===== config.mk =====
export PLATFORM = sky130hd
export DESIGN_NAME = key_mode_ctrl_flat
export DESIGN_NICKNAME = d
export VERILOG_FILES = /design/src/rtl/key_mode_ctrl_if.sv /design/src/rtl/key_mode_ctrl.sv /design/src/flat_wrapper.sv
export SDC_FILE = /design/constraint.sdc
export NUM_CORES = 1
export LEC_CHECK = 0
export BUFFER_PORTS_ARGS = -buffer_cell sky130_fd_sc_hd__buf_4
export CAP_MARGIN = 20
export CORE_UTILIZATION = 65
export DETAILED_ROUTE_END_ITERATION = 8
export HOLD_SLACK_MARGIN = 0.1
export MAX_ROUTING_LAYER = met4
export PLACE_DENSITY = 0.82
export SLEW_MARGIN = 20
export SYNTH_ARGS = -nofsm -noshare
export SYNTH_HDL_FRONTEND = slang
export SYNTH_SLANG_ARGS = --single-unit

===== constraint.sdc =====
create_clock -name clk -period 5.83 [get_ports clk]
set_clock_uncertainty 0.15 [all_clocks]
set_input_delay 0.583 -clock clk [delete_from_list [all_inputs] [get_ports clk]]
set_output_delay 0.583 -clock clk [all_outputs]
set_load 0.01 [all_outputs]

===== src/rtl/key_mode_ctrl_if.sv =====
// Key/mode controller signal bundle: debounced key input, mode/transmit/LED
// status outputs, and read-only views of both FSM states.
interface key_mode_ctrl_if;
    logic       key_pulse_i;
    logic [3:0] mode_o;
    logic       tx_en_o;
    logic       mode_chg_o;
    logic       tx_chg_o;
    logic       led_o;
    logic       dbg_cls_state_o;
    logic [1:0] dbg_blk_state_o;

    modport master (
        output key_pulse_i,
        input  mode_o, tx_en_o, mode_chg_o, tx_chg_o, led_o,
        input  dbg_cls_state_o, dbg_blk_state_o
    );

    modport slave (
        input  key_pulse_i,
        output mode_o, tx_en_o, mode_chg_o, tx_chg_o, led_o,
        output dbg_cls_state_o, dbg_blk_state_o
    );
endinterface


===== src/rtl/key_mode_ctrl.sv =====
// Classifies key presses into single (next mode) and double (toggle transmit)
// events, and blinks the status LED (new mode + 1) times after each event.
module key_mode_ctrl #(
    parameter int WIN_CYC   = 6000000,
    parameter int BLINK_CYC = 4000000,
    parameter int NUM_MODES = 4
) (
    input  logic            clk,
    input  logic            rst_n,
    key_mode_ctrl_if.slave  bus
);
    // key_pulse_i is a one-cycle strobe with no back-pressure; every output is
    // a register and no handshake exists on either side.
    typedef enum logic       {CLS_IDLE, CLS_WAIT2}       cls_state_e;
    typedef enum logic [1:0] {BLK_OFF, BLK_ON, BLK_GAP} blk_state_e;

    localparam logic [23:0] WIN_LAST   = 24'(WIN_CYC - 1);
    localparam logic [23:0] BLINK_LAST = 24'(BLINK_CYC - 1);
    localparam logic [3:0]  MODE_LAST  = 4'(NUM_MODES - 1);

    cls_state_e cls_q, cls_d;
    blk_state_e blk_q, blk_d;
    logic [23:0] win_q, win_d;
    logic [23:0] phase_q, phase_d;
    logic [4:0]  blinks_q, blinks_d;
    logic [3:0]  mode_q, mode_d;
    logic        tx_en_q, tx_en_d;
    logic        mode_chg_q, mode_chg_d;
    logic        tx_chg_q, tx_chg_d;
    logic        led_q, led_d;
    logic        single_ev, double_ev;

    always_ff @(posedge clk) begin
        if (!rst_n) begin
            cls_q      <= CLS_IDLE;
            blk_q      <= BLK_OFF;
            win_q      <= '0;
            phase_q    <= '0;
            blinks_q   <= '0;
            mode_q     <= '0;
            tx_en_q    <= 1'b0;
            mode_chg_q <= 1'b0;
            tx_chg_q   <= 1'b0;
            led_q      <= 1'b0;
        end else begin
            cls_q      <= cls_d;
            blk_q      <= blk_d;
            win_q      <= win_d;
            phase_q    <= phase_d;
            blinks_q   <= blinks_d;
            mode_q     <= mode_d;
            tx_en_q    <= tx_en_d;
            mode_chg_q <= mode_chg_d;
            tx_chg_q   <= tx_chg_d;
            led_q      <= led_d;
        end
    end

    // A pulse on the last window cycle is checked first, so it wins as a double.
    always_comb begin
        cls_d     = cls_q;
        win_d     = win_q;
        single_ev = 1'b0;
        double_ev = 1'b0;
        case (cls_q)
            CLS_IDLE: begin
                if (bus.key_pulse_i) begin
                    cls_d = CLS_WAIT2;
                    win_d = '0;
                end
            end
            CLS_WAIT2: begin
                if (bus.key_pulse_i) begin
                    double_ev = 1'b1;
                    cls_d     = CLS_IDLE;
                    win_d     = '0;
                end else if (win_q == WIN_LAST) begin
                    single_ev = 1'b1;
                    cls_d     = CLS_IDLE;
                    win_d     = '0;
                end else begin
                    win_d = win_q + 24'd1;
                end
            end
            default: begin
                cls_d = CLS_IDLE;
                win_d = '0;
            end
        endcase
    end

    always_comb begin
        mode_d     = mode_q;
        tx_en_d    = tx_en_q;
        mode_chg_d = single_ev;
        tx_chg_d   = double_ev;
        if (single_ev) begin
            mode_d = (mode_q == MODE_LAST) ? 4'd0 : mode_q + 4'd1;
        end
        if (double_ev) begin
            tx_en_d = ~tx_en_q;
        end
    end

    // Any event restarts the blink train, sized from the mode being entered.
    always_comb begin
        blk_d    = blk_q;
        phase_d  = phase_q;
        blinks_d = blinks_q;
        if (single_ev || double_ev) begin
            blk_d    = BLK_ON;
            phase_d  = '0;
            blinks_d = {1'b0, mode_d} + 5'd1;
        end else begin
            case (blk_q)
                BLK_ON: begin
                    if (phase_q == BLINK_LAST) begin
                        blk_d    = BLK_GAP;
                        phase_d  = '0;
                        blinks_d = blinks_q - 5'd1;
                    end else begin
                        phase_d = phase_q + 24'd1;
                    end
                end
                BLK_GAP: begin
                    if (phase_q == BLINK_LAST) begin
                        blk_d   = (blinks_q != 5'd0) ? BLK_ON : BLK_OFF;
                        phase_d = '0;
                    end else begin
                        phase_d = phase_q + 24'd1;
                    end
                end
                default: begin
                    blk_d   = BLK_OFF;
                    phase_d = '0;
                end
            endcase
        end
        led_d = (blk_d == BLK_ON);
    end

    assign bus.mode_o          = mode_q;
    assign bus.tx_en_o         = tx_en_q;
    assign bus.mode_chg_o      = mode_chg_q;
    assign bus.tx_chg_o        = tx_chg_q;
    assign bus.led_o           = led_q;
    assign bus.dbg_cls_state_o = cls_q;
    assign bus.dbg_blk_state_o = blk_q;
endmodule


===== src/flat_wrapper.sv =====
// flat-port wrapper written by rule: the top's interface ports become plain ports
module key_mode_ctrl_flat 
#(
    parameter int WIN_CYC   = 6000000,
    parameter int BLINK_CYC = 4000000,
    parameter int NUM_MODES = 4
)
  (clk, rst_n, bus_key_pulse_i, bus_mode_o, bus_tx_en_o, bus_mode_chg_o, bus_tx_chg_o, bus_led_o, bus_dbg_cls_state_o, bus_dbg_blk_state_o);
  key_mode_ctrl_if bus_i ();
  input  logic clk;
  input  logic rst_n;
  input wire logic [$bits(bus_i.key_pulse_i)-1:0] bus_key_pulse_i;
  output wire logic [$bits(bus_i.mode_o)-1:0] bus_mode_o;
  output wire logic [$bits(bus_i.tx_en_o)-1:0] bus_tx_en_o;
  output wire logic [$bits(bus_i.mode_chg_o)-1:0] bus_mode_chg_o;
  output wire logic [$bits(bus_i.tx_chg_o)-1:0] bus_tx_chg_o;
  output wire logic [$bits(bus_i.led_o)-1:0] bus_led_o;
  output wire logic [$bits(bus_i.dbg_cls_state_o)-1:0] bus_dbg_cls_state_o;
  output wire logic [$bits(bus_i.dbg_blk_state_o)-1:0] bus_dbg_blk_state_o;
  assign bus_i.key_pulse_i = bus_key_pulse_i;
  assign bus_mode_o = bus_i.mode_o;
  assign bus_tx_en_o = bus_i.tx_en_o;
  assign bus_mode_chg_o = bus_i.mode_chg_o;
  assign bus_tx_chg_o = bus_i.tx_chg_o;
  assign bus_led_o = bus_i.led_o;
  assign bus_dbg_cls_state_o = bus_i.dbg_cls_state_o;
  assign bus_dbg_blk_state_o = bus_i.dbg_blk_state_o;
  key_mode_ctrl #(.WIN_CYC(WIN_CYC), .BLINK_CYC(BLINK_CYC), .NUM_MODES(NUM_MODES)) u_core (.clk(clk), .rst_n(rst_n), .bus(bus_i));
endmodule

After elaboration in Yosys (flattened, before gate mapping) --
Index checks and enable logic that the tools add are counted.
Cells by class: $add $sub $neg 5, eq/ne operators 7, muxes and demuxes 22, bitwise logic cells 4, reductions and logical operators 7
Operators with widths (number):
- 2-to-1 mux 24 bit | 3
- adder 24 x 1 -> 24 bit (second input constant) | 2
- case mux 24 bit (2 select lines) | 1
- == test 24 x 22 -> 1 bit (second input constant) | 1
- == test 24 x 23 -> 1 bit (second input constant) | 1
- 2-to-1 mux 5 bit | 3
- 2-to-1 mux 1 bit | 8
- 2-to-1 mux 4 bit | 2
- 2-to-1 mux 2 bit | 3
- adder 4 x 1 -> 5 bit (second input constant) | 1
- nonzero test 5 bit | 1
- subtractor 5 x 1 -> 5 bit (second input constant) | 1
- adder 4 x 1 -> 4 bit (second input constant) | 1
- == test 2 x 1 -> 1 bit (second input constant) | 2
- == test 4 x 2 -> 1 bit (second input constant) | 1
- inverter 1 bit | 4
- case mux 2 bit (2 select lines) | 1
- nonzero test 2 bit | 2
- OR reduction 4 bit | 1
- == test 2 bit (second input constant) | 1
- != test 2 bit (second input constant) | 1
- case mux 1 bit (2 select lines) | 1
- AND reduction 2 bit | 1
- OR reduction 2 bit | 1
- logical OR 1 bit | 1
Storage, ports and cells: register bits after elaboration 64, input bits 3, output and inout bits 11, logic and storage cells 55

Logic depth before layout (Yosys ltp) --
Gate-level depths: netlist (run 1).
depth in word-level cells 7, gate-level depth with buffers 10, depth with buffers taken out 7

Worst setup path before layout (run 1) --
No wires, ideal clock.
path kind register -> register, from reg u_core.win_q[0], to reg u_core.win_q[1], setup time 0.128 ns, data arrival time 2.035 ns, data required time 5.552 ns, setup slack 3.518 ns, stages on the path, launching flop included 11, path buffers 3, clock period less this slack 2.312 ns, path through dfxtp_1 -> ha_1 -> and3_1 -> buf_2 -> nand4_4 -> nor3_4 -> and2b_2 -> buf_2 -> buf_2 -> a22oi_1 -> nor2_1
Between the ends: cells in the longest elaborated chain, start to end 4, elaborated cells between the ends (all ways) 5, classes of those cells 1 x add/sub; 1 x eq/ne; 3 x mux
RTL lines:
- from (decl) | line key_mode_ctrl.sv:23 | logic [23:0] win_q, win_d;
- from (signal assigned) | line key_mode_ctrl.sv:48 | win_q <= win_d;
- adder 24 x 1 -> 24 bit / == test 24 x 23 -> 1 bit (equally long branches) | line key_mode_ctrl.sv:82, key_mode_ctrl.sv:77
- 2-to-1 mux 24 bit * | line key_mode_ctrl.sv:77 | end else if (win_q == WIN_LAST) begin
- 2-to-1 mux 24 bit * | line key_mode_ctrl.sv:73 | if (bus.key_pulse_i) begin
- case mux 24 bit (2 select lines) * | line key_mode_ctrl.sv:65 | case (cls_q)
Mark *: on every way between the ends. The rest lies on a longest branch, timed or not. A chain may end at the register's enable or synchronous reset.

Worst setup path after layout (run 1) --
from reg u_core.win_q[1], to reg u_core.win_q[22]
Same word-level chain as after synthesis.

==> impl_metrics.env, run 1 <==
export IMPL_fp_dieH_um=74.3
export IMPL_die_w_um=74.3
export IMPL_postSynthAreaPerCell_sq_um=8.52
export IMPL_clockBufferDepth=2
export IMPL_coreArea_sq_um=4880
export IMPL_hold_depth=1
export IMPL_powerDensity_nw_per_um2=238
export IMPL_synth_top_family_by_area="simple AND/OR/NAND/NOR gates"
export IMPL_setup_viol=0
export IMPL_maxCapViolations=0
export IMPL_finalSetupTns_ns=0
export IMPL_regToRegSetupSlack_ns=2.93
export IMPL_grt_pass1_wl_um=11700
export IMPL_cts_tree="built"
export IMPL_synth_compound_area_share_pct=16.1
export IMPL_grt_use_total_pct=28.8
export IMPL_dpl_hpwl_um=4640
export IMPL_cp_required_ns=5.92
export IMPL_post_route_period_util_pct=49.7
export IMPL_synth_ff_type="dfxtp_1"
export IMPL_io_pins=14
export IMPL_vias_per_cell=6.17
export IMPL_start_util_pct=69.7
export IMPL_synth_edf_count=0
export IMPL_io_buffer_count=13
export IMPL_drt_iter0_markers=248
export IMPL_clk_latency_ns=0.34
export IMPL_clock_sinks=64
export IMPL_yosys_area_share_adder_pct=2.58
export IMPL_antenna_found_initial=0
export IMPL_rsz0062_at_grt="false"
export IMPL_hold_start="u_core.phase_q[0]"
export IMPL_tightest_slew_ns=1.01
export IMPL_critPathKind="flip-flop to flip-flop"
export IMPL_rr_endpoint="u_core.win_q[22]"
export IMPL_async_reset_ff_share_pct=0
export IMPL_gp_congestion=0.847
export IMPL_p_int_mw=0.690
export IMPL_period_needed_ns=2.90
export IMPL_cts_buffers=9
export IMPL_seq_area_frac_synth_pct=37.7
export IMPL_outcome="finished, final reports clean"
export IMPL_p_sw_mw=0.191
export IMPL_crit_fanout=28
export IMPL_vdd_drop_max_mv=0.145
export IMPL_wl_um=6840
export IMPL_fin_hold_ws_ns=0.321
export IMPL_overflow=0
export IMPL_first_global_vias=2604
export IMPL_clk_pin_slew_worst_paths_ns=0.07
export IMPL_critPathArrivalTime_ns=2.99
export IMPL_drt_pass1_iterations=4
export IMPL_fin_util_pct=75.8
export IMPL_synth_area_mux_share_pct=1.21
export IMPL_synthSimpleGateAreaFrac_pct=31.0
export IMPL_die_area_sq_um=5520
export IMPL_yosys_cell_types_count=65
export IMPL_n_antenna_cell=0
export IMPL_r2r_start="u_core.win_q[1]"
export IMPL_finalHoldViolCount=0
export IMPL_end_kind="flip-flop"
export IMPL_drive_above_1_share_pct=11.4
export IMPL_final_cell_mix="dfxtp_1, nor2_1, nand2_1"
export IMPL_power_leakage_nw=1.30
export IMPL_ant_nets=0
export IMPL_nets=419
export IMPL_synthCells=399
export IMPL_grt_start_max_net_pins=36
export IMPL_worst_slew_margin_rel_pct=32.7
export IMPL_cts_resized=0
export IMPL_drc_errors=0
export IMPL_post_drt_wl_per_cell_um=14.3
export IMPL_cts_root_buf="clkbuf_8"
export IMPL_h_tree_depth=3
export IMPL_area_growth_pct=8.76
export IMPL_reg2reg_depth=7
export IMPL_vias=2960
export IMPL_finalMaxSlewViolations=0
export IMPL_critPathLaunchType="flip-flop"
export IMPL_ys_ff_latch=64
export IMPL_syn_area_sq_um=3400
export IMPL_fmax_ghz=0.345
export IMPL_postCtsHoldBufs=0
export IMPL_combPwrFrac_pct=4.1
export IMPL_seq_power_share_pct=50.4
export IMPL_min_to="u_core.phase_q[0]"
export IMPL_hold_class="flip-flop to flip-flop"
export IMPL_placementRows=25
export IMPL_power_share_clock_pct=45.5
export IMPL_final_common_cell="dfxtp_1"
export IMPL_synth_nets=409
export IMPL_switching_share_pct=21.7
export IMPL_yosys_warnings=0
export IMPL_post_cts_buffers=0
export IMPL_synth_xor_area_share_pct=7.73
-- registers in the layout (all words and copies together) (netlist names) --
name                        cells
u_core.bus.mode_chg_o           1
u_core.bus.mode_o               4
u_core.bus.tx_en_o              1
u_core.blinks_q                 5
u_core.phase_q                 24
u_core.bus.dbg_cls_state_o      1
u_core.bus.dbg_blk_state_o      2
u_core.win_q                   24
u_core.bus.tx_chg_o             1
u_core.bus.led_o                1
-- final cells by class --
cell class              instances  area [sq um]
clock inverters                 4          70.1
well taps                      67          83.8
repair buffers                 14           105
inverters                       9          33.8
fillers                       396          1180
clock buffers                  11           131
multi-input cells             311          1990
flip-flops and latches         64          1280
-- cell families (layout without fill, tap and decap cells) --
logic type / after synthesis / after routing
xor gates and xnor gates: 30 / 30
and+or+nand+nor: 190 / 190
buffers and inverters: 24 / 38
DFF: 64 / 64
adders and majority gates: 7 / 7
muxes: 4 / 4
AOI/OAI and AO/OA: 80 / 80
-- layer usage --
metal / vias to the layer above / global-route usage (%) / share of wire, %
li1: 1454 / - / -
met1: 1413 / 37.8 / 47
met2: 82 / 42.0 / 46
met3: 11 / 9.08 / 5.7
met4: 0 / 9.85 / 1.4
met5: - / - / 0
-- Yosys cell counts (5+ instances only) --
cell type | number | share of area [%]
a211oi_1 | 6 | 1.3
a21oi_1 | 24 | 3.5
a311oi_1 | 6 | 1.5
a41oi_1 | 5 | 1.3
and3_1 | 5 | 0.92
clkbuf_1 | 6 | 0.66
dfxtp_1 | 64 | 38
ha_1 | 7 | 2.6
inv_1 | 8 | 0.88
nand2_1 | 35 | 3.9
nand3_1 | 16 | 2.4
nand4_1 | 10 | 1.8
nor2_1 | 50 | 5.5
nor2b_1 | 6 | 1.1
nor3_1 | 16 | 2.4
nor4_1 | 5 | 0.92
o21a_1 | 6 | 1.3
o21ai_0 | 15 | 2.2
or3_1 | 7 | 1.3
xnor2_1 | 12 | 3.1
xor2_1 | 18 | 4.6
-- how the worst max path moves through the flow --
stage                               start                to  slack, ns  cells past startpoint
after global placement    u_core.win_q[0]  u_core.win_q[22]       3.05                      7
after CTS                 u_core.win_q[0]  u_core.win_q[22]       2.96                      7
after floorplan           u_core.win_q[0]   u_core.win_q[1]       3.52                     10
final                     u_core.win_q[1]  u_core.win_q[22]       2.93                      7
after detailed placement  u_core.win_q[0]  u_core.win_q[22]       2.98                      7
after global routing      u_core.win_q[0]  u_core.win_q[22]       2.75                      7
-- power groups by stage --
stage                     Sequential (mW)  Clock (mW)  Combinational, mW
after floorplan                     0.454           0             0.0255
after global placement              0.453           0             0.0353
after detailed placement            0.453           0             0.0356
after CTS                           0.444       0.407             0.0359
after global routing                0.444       0.427             0.0401
final                               0.444       0.401             0.0359
-- worst max-delay path, cell delays in order (launching register included) --
cell,delay (ns)
dfxtp_1,0.42
ha_1,0.21
and3_1,0.33
nand4_4,0.25
o31ai_4,0.93
o21bai_1,0.22
a21boi_0,0.10
o21a_1,0.19
-- through the flow --
| step | power, mW | setup WS, ns | instances | area (sq um) |
|---|---|---|---|---|
| global route | 0.911 | 2.75 | 480 | 3700 |
| floorplan | 0.479 | 3.52 | 399 | 3400 |
| global placement | 0.488 | 3.05 | 465 | 3500 |
| finish | 0.880 | 2.93 | 480 | 3700 |
| detailed placement | 0.489 | 2.98 | 465 | 3500 |
| CTS | 0.886 | 2.96 | 480 | 3700 |
Note: power is estimated with default switching activity, not from simulation.
==> run 2, diff against run 1 <==
--- a/config.mk
+++ b/config.mk
@@ -7,11 +7,11 @@
 export LEC_CHECK = 0
 export BUFFER_PORTS_ARGS = -buffer_cell sky130_fd_sc_hd__buf_4
 export CAP_MARGIN = 20
-export CORE_UTILIZATION = 65
+export CORE_UTILIZATION = 55
 export DETAILED_ROUTE_END_ITERATION = 8
 export HOLD_SLACK_MARGIN = 0.1
 export MAX_ROUTING_LAYER = met4
-export PLACE_DENSITY = 0.82
+export PLACE_DENSITY = 0.74
 export SLEW_MARGIN = 20
 export SYNTH_ARGS = -nofsm -noshare
 export SYNTH_HDL_FRONTEND = slang
==> constraint.sdc (replaced) <==
create_clock -name clk -period 2.55 [get_ports clk]
set_clock_uncertainty 0.15 [all_clocks]
set_input_delay 0.255 -clock clk [delete_from_list [all_inputs] [get_ports clk]]
set_output_delay 0.255 -clock clk [all_outputs]
set_load 0.01 [all_outputs]
==> run 2 against run 1 <==
Against the previous run:
- die area up 18%
- design area up 1.8%
- first-iteration DRC count down 30%
- via count down 1.5%
- sequential share of layout area down 0.60 points
- register-to-register slack worse by 2.8 ns
- critical endpoint is now u_core.win_q[6]
==> impl_metrics.env, run 2 (synthesis gave the netlist of run 1 again) <==
export IMPL_outcome="finished, final reports clean"
export IMPL_finalHoldViolCount=0
export IMPL_nets=423
export IMPL_vdd_drop_max_mv=0.381
export IMPL_dpl_hpwl_um=4870
export IMPL_post_drt_wl_per_cell_um=15.0
export IMPL_grt_start_max_net_pins=36
export IMPL_setup_viol=0
export IMPL_clock_sinks=64
export IMPL_io_pins=14
export IMPL_post_route_period_util_pct=93.5
export IMPL_die_area_sq_um=6500
export IMPL_fillers=523
export IMPL_regArea_sq_um=1280
export IMPL_cts_root_buf="clkbuf_8"
export IMPL_coreArea_sq_um=5960
export IMPL_critPathLaunchType="flip-flop"
export IMPL_grt_use_total_pct=25.7
export IMPL_final_common_cell="dfxtp_1"
export IMPL_finalSetupTns_ns=0
export IMPL_finalMaxSlewViolations=0
export IMPL_drive_above_1_share_pct=12.3
export IMPL_fmax_ghz=0.419
export IMPL_final_cell_mix="dfxtp_1, nor2_1, nand2_1"
export IMPL_setup_slack_ns=0.165
export IMPL_crit_fanout=18
export IMPL_vias=2916
export IMPL_end_kind="flip-flop"
export IMPL_area_growth_pct=10.7
export IMPL_clockBufferDepth=2
export IMPL_tightest_slew_ns=0.853
export IMPL_cp_cell_sequence="ha_1, and3_2, nand4_4, nor3_4, and2b_2, a41oi_1, a311oi_1"
export IMPL_drt_pass1_iterations=4
export IMPL_vias_per_cell=5.94
export IMPL_antenna_found_initial=0
export IMPL_maxCapViolations=0
export IMPL_grt_pass1_wl_um=12400
export IMPL_placementRows=28
export IMPL_clk_latency_ns=0.35
export IMPL_critPathArrivalTime_ns=2.45
export IMPL_multiInputGateArea_sq_um=1990
export IMPL_worst_slew_margin_rel_pct=42.9
export IMPL_powerDensity_nw_per_um2=544
export IMPL_cp_num_buf_inv=0
export IMPL_max_stage_delay_ns=0.40
export IMPL_wl_um=7360
export IMPL_dp_cells=475
export IMPL_ant_nets=0
export IMPL_clk_pin_slew_worst_paths_ns=0.07
export IMPL_fin_util_pct=63.2
export IMPL_reg_largest_list="u_core.phase_q (24), u_core.win_q (24), u_core.blinks_q (5)"
export IMPL_place_ws_ns=0.102
export IMPL_hold_class="flip-flop to flip-flop"
export IMPL_io_buffer_count=13
export IMPL_cts_tree="built"
export IMPL_crit_family="simple AND/OR/NAND/NOR gates"
export IMPL_n_antenna_cell=0
export IMPL_cts_buffers=9
export IMPL_overflow=0
export IMPL_critical_path_slowest_cell="dfxtp_1"
export IMPL_critPathKind="flip-flop to flip-flop"
export IMPL_gp_congestion=0.868
export IMPL_drc_errors=0
export IMPL_h_tree_depth=3
export IMPL_die_w_um=80.6
export IMPL_start_util_pct=57.1
export IMPL_cp_required_ns=2.62
export IMPL_drt_iter0_markers=174
export IMPL_first_global_vias=2720
export IMPL_power_leakage_nw=1.32
export IMPL_rsz0062_at_grt="false"
export IMPL_period_needed_ns=2.39
export IMPL_fp_dieH_um=80.6
export IMPL_fin_cells=491
export IMPL_fin_hold_ws_ns=0.322
run 2: per-stage QoR:
step | cell area (sq um) | total power, mW
6_report | 3760 | 2.05
5_1_grt | 3760 | 2.12
3_5_place_dp | 3530 | 1.12
4_1_cts | 3760 | 2.06
2_1_floorplan | 3400 | 1.10
3_3_place_gp | 3530 | 1.12
run 2: final cells by class:
type | count | area share [%]
flip-flops and latches | 64 | 34.0
clock inverters | 4 | 1.86
repair buffers | 18 | 4.06
well taps | 75 | 2.49
multi-input cells | 311 | 53.0
inverters | 9 | 0.898
clock buffers | 10 | 3.66
run 2: final timing paths:
kind	startpoint	endpoint	slack [ns]	cells after the start
max	u_core.win_q[1]	u_core.win_q[6]	0.16	7
min	u_core.phase_q[0]	u_core.phase_q[0]	0.32	1
max reg2reg	u_core.win_q[1]	u_core.win_q[6]	0.16	7
min reg2reg	u_core.phase_q[0]	u_core.phase_q[0]	0.32	1
run 2: repair_timing:
item,in CTS,in global routing
gates resized for setup,0,1
endpoints found under the setup margin,0,9
hold endpoints to repair,7,0
buffers inserted,0,0
hold buffers,2,0
run 2: power breakdown:
part	leakage, nW	switching, mW	internal, mW	total, mW
Sequential	0.516	0.00790	1.01	1.01
Combinational	0.699	0.0589	0.0319	0.0908
Clock	0.108	0.378	0.562	0.941
run 2: layer usage:
metal	up-vias	wire [um]	GRT usage [%]
li1	1465	-	-
met1	1371	3650	33.8
met2	72	3280	37.9
met3	8	348	5.57
met4	0	82	10.7
met5	-	0	-
==> run 3, diff against run 2 <==
--- a/config.mk
+++ b/config.mk
@@ -9,6 +9,7 @@
 export CAP_MARGIN = 20
 export CORE_UTILIZATION = 55
 export DETAILED_ROUTE_END_ITERATION = 8
+export GPL_TIMING_DRIVEN = 0
 export HOLD_SLACK_MARGIN = 0.1
 export MAX_ROUTING_LAYER = met4
 export PLACE_DENSITY = 0.74
@@ -16,3 +17,4 @@
 export SYNTH_ARGS = -nofsm -noshare
 export SYNTH_HDL_FRONTEND = slang
 export SYNTH_SLANG_ARGS = --single-unit
+export TNS_END_PERCENT = 1
==> constraint.sdc (replaced) <==
create_clock -name clk -period 2 [get_ports clk]
set_clock_uncertainty 0.15 [all_clocks]
set_input_delay 0.2 -clock clk [delete_from_list [all_inputs] [get_ports clk]]
set_output_delay 0.2 -clock clk [all_outputs]
set_load 0.01 [all_outputs]
==> run 3 against run 2 <==
Against the previous run:
- the flow now finishes with violations (negative setup slack)
- via count increased by 10%
- first-iteration DRC count increased by 32%
- highest routed layer unchanged
- hold slack got worse by 0.14 ns
==> impl_metrics.env, run 3 (synthesis gave the netlist of run 1 again) <==
export IMPL_worst_slew_margin_rel_pct=55.5
export IMPL_die_area_sq_um=6500
export IMPL_hold_class="primary input to flip-flop"
export IMPL_critPathArrivalTime_ns=2.26
export IMPL_max_stage_delay_ns=0.37
export IMPL_n_antenna_cell=0
export IMPL_tightest_slew_ns=0.667
export IMPL_finalMaxSlewViolations=0
export IMPL_start_util_pct=57.1
export IMPL_placementRows=28
export IMPL_gp_congestion=0.935
export IMPL_critPathKind="flip-flop to flip-flop"
export IMPL_vias_per_cell=6.15
export IMPL_drt_pass1_iterations=5
export IMPL_cp_required_ns=2.09
export IMPL_fin_cells=524
export IMPL_setup_slack_ns=-0.169
export IMPL_dpl_hpwl_um=5230
export IMPL_setup_viol=48
export IMPL_drt_iter0_markers=230
export IMPL_overflow=0
export IMPL_io_pins=14
export IMPL_final_cell_mix="dfxtp_1, nor2_1, buf_4"
export IMPL_wl_um=8700
export IMPL_fillers=442
export IMPL_grt_pass1_wl_um=13800
export IMPL_powerDensity_nw_per_um2=630
export IMPL_post_route_period_util_pct=108
export IMPL_multiInputGateArea_sq_um=2210
export IMPL_outcome="finished, violations left"
export IMPL_first_global_vias=2880
export IMPL_min_to="u_core.phase_q[6]"
export IMPL_nets=455
export IMPL_critPathLaunchType="flip-flop"
export IMPL_clk_latency_ns=0.35
export IMPL_cp_cell_sequence="and4bb_4, nand4_4, buf_6, o31ai_4, buf_6, a21oi_2, o21a_1, o21a_1"
export IMPL_grt_start_max_net_pins=12
export IMPL_reg_largest_list="u_core.phase_q (24), u_core.win_q (24), u_core.blinks_q (5)"
export IMPL_antenna_found_initial=0
export IMPL_cts_buffers=9
export IMPL_reg2reg_depth=8
export IMPL_coreArea_sq_um=5960
export IMPL_cts_tree="built"
export IMPL_r2r_start="u_core.win_q[9]"
export IMPL_finalHoldViolCount=0
export IMPL_power_leakage_nw=1.53
export IMPL_h_tree_depth=3
export IMPL_cts_root_buf="clkbuf_8"
export IMPL_regArea_sq_um=1310
export IMPL_final_common_cell="dfxtp_1"
export IMPL_ant_nets=0
export IMPL_grt_use_total_pct=28.8
export IMPL_clk_pin_slew_worst_paths_ns=0.07
export IMPL_regToRegSetupSlack_ns=-0.17
export IMPL_rsz0062_at_grt="true"
export IMPL_vdd_drop_max_mv=0.726
export IMPL_hold_start="bus_key_pulse_i"
export IMPL_vias=3221
export IMPL_die_w_um=80.6
export IMPL_clockBufferDepth=2
export IMPL_drive_above_1_share_pct=28.5
export IMPL_hold_depth=4
export IMPL_maxCapViolations=0
export IMPL_crit_fanout=7
export IMPL_violations="negative setup slack"
export IMPL_area_growth_pct=25.3
export IMPL_period_needed_ns=2.17
export IMPL_end_kind="flip-flop"
export IMPL_post_drt_wl_per_cell_um=16.6
export IMPL_fmax_ghz=0.461
export IMPL_finalSetupTns_ns=-4.85
export IMPL_drc_errors=0
export IMPL_io_buffer_count=13
export IMPL_rr_endpoint="u_core.win_q[5]"
export IMPL_clock_sinks=64
export IMPL_critical_path_slowest_cell="dfxtp_1"
export IMPL_dp_cells=487
export IMPL_fp_dieH_um=80.6
run 3: final cells by class:
| class | instances | area share (%) |
|---|---|---|
| multi-input combinational | 311 | 51.9 |
| sequential | 64 | 30.6 |
| timing repair buffer | 39 | 7.25 |
| clock buffer | 10 | 3.23 |
| tap | 75 | 2.20 |
| buffer | 11 | 2.11 |
| clock inverter | 5 | 1.91 |
| inverter | 9 | 0.793 |
run 3: power breakdown:
| group | internal, mW | leakage (nW) | switching [mW] | total (mW) |
|---|---|---|---|---|
| clock | 0.728 | 0.108 | 0.518 | 1.25 |
| sequential | 1.28 | 0.524 | 0.00984 | 1.29 |
| combinational | 0.0559 | 0.900 | 0.0897 | 0.146 |
| total | 2.07 | 1.53 | 0.617 | 2.68 |
run 3: worst max path at each step:
stage | start | endpoint | slack [ns] | cells after the start
6_report | u_core.win_q[9] | u_core.win_q[5] | -0.17 | 8
5_1_grt | u_core.win_q[9] | u_core.win_q[14] | -0.25 | 8
4_1_cts | u_core.win_q[0] | u_core.win_q[23] | -0.17 | 9
3_5_place_dp | u_core.win_q[18] | u_core.win_q[4] | -0.47 | 8
3_3_place_gp | u_core.win_q[18] | u_core.win_q[23] | -0.43 | 7
2_1_floorplan | u_core.win_q[0] | u_core.phase_q[8] | -0.22 | 10
run 3: through the flow:
step	worst slack, ns	area, sq um	hold slack [ns]	power, mW	util, %
floorplan	-0.218	3430	0.168	1.40	-
global placement	-0.430	3620	0.295	1.44	60.8
detailed placement	-0.466	3620	0.313	1.44	60.8
CTS	-0.166	4070	0.188	2.68	68.4
global route	-0.251	4260	0.206	2.77	71.5
finish	-0.169	4260	0.186	2.68	71.5
run 3: timing repair:
action	CTS	global route
endpoints found under the hold margin	8	0
setup endpoints to repair	59	60
setup buffers	15	9
pin swaps	28	20
hold buffers	2	0
gates resized for setup	34	36
run 3: critical path: cells and delay by family (launching register included):
| kind | cells | cell delay (ns) |
|---|---|---|
| DFF | 1 | 0.37 |
| and+or+nand+nor | 2 | 0.52 |
| buffers and inverters | 2 | 0.35 |
| AOI/OAI and AO/OA | 4 | 0.68 |
run 3: metal layers:
metal | vias to the layer above | part of all wire (%) | track usage [%] | routed length [um]
met5 | - | 0 | - | 0
met4 | 0 | 2.4 | 14.1 | 212
met3 | 34 | 6.5 | 6.82 | 564
met2 | 129 | 46 | 40.9 | 3980
met1 | 1529 | 45 | 38.0 | 3940
li1 | 1529 | - | - | -
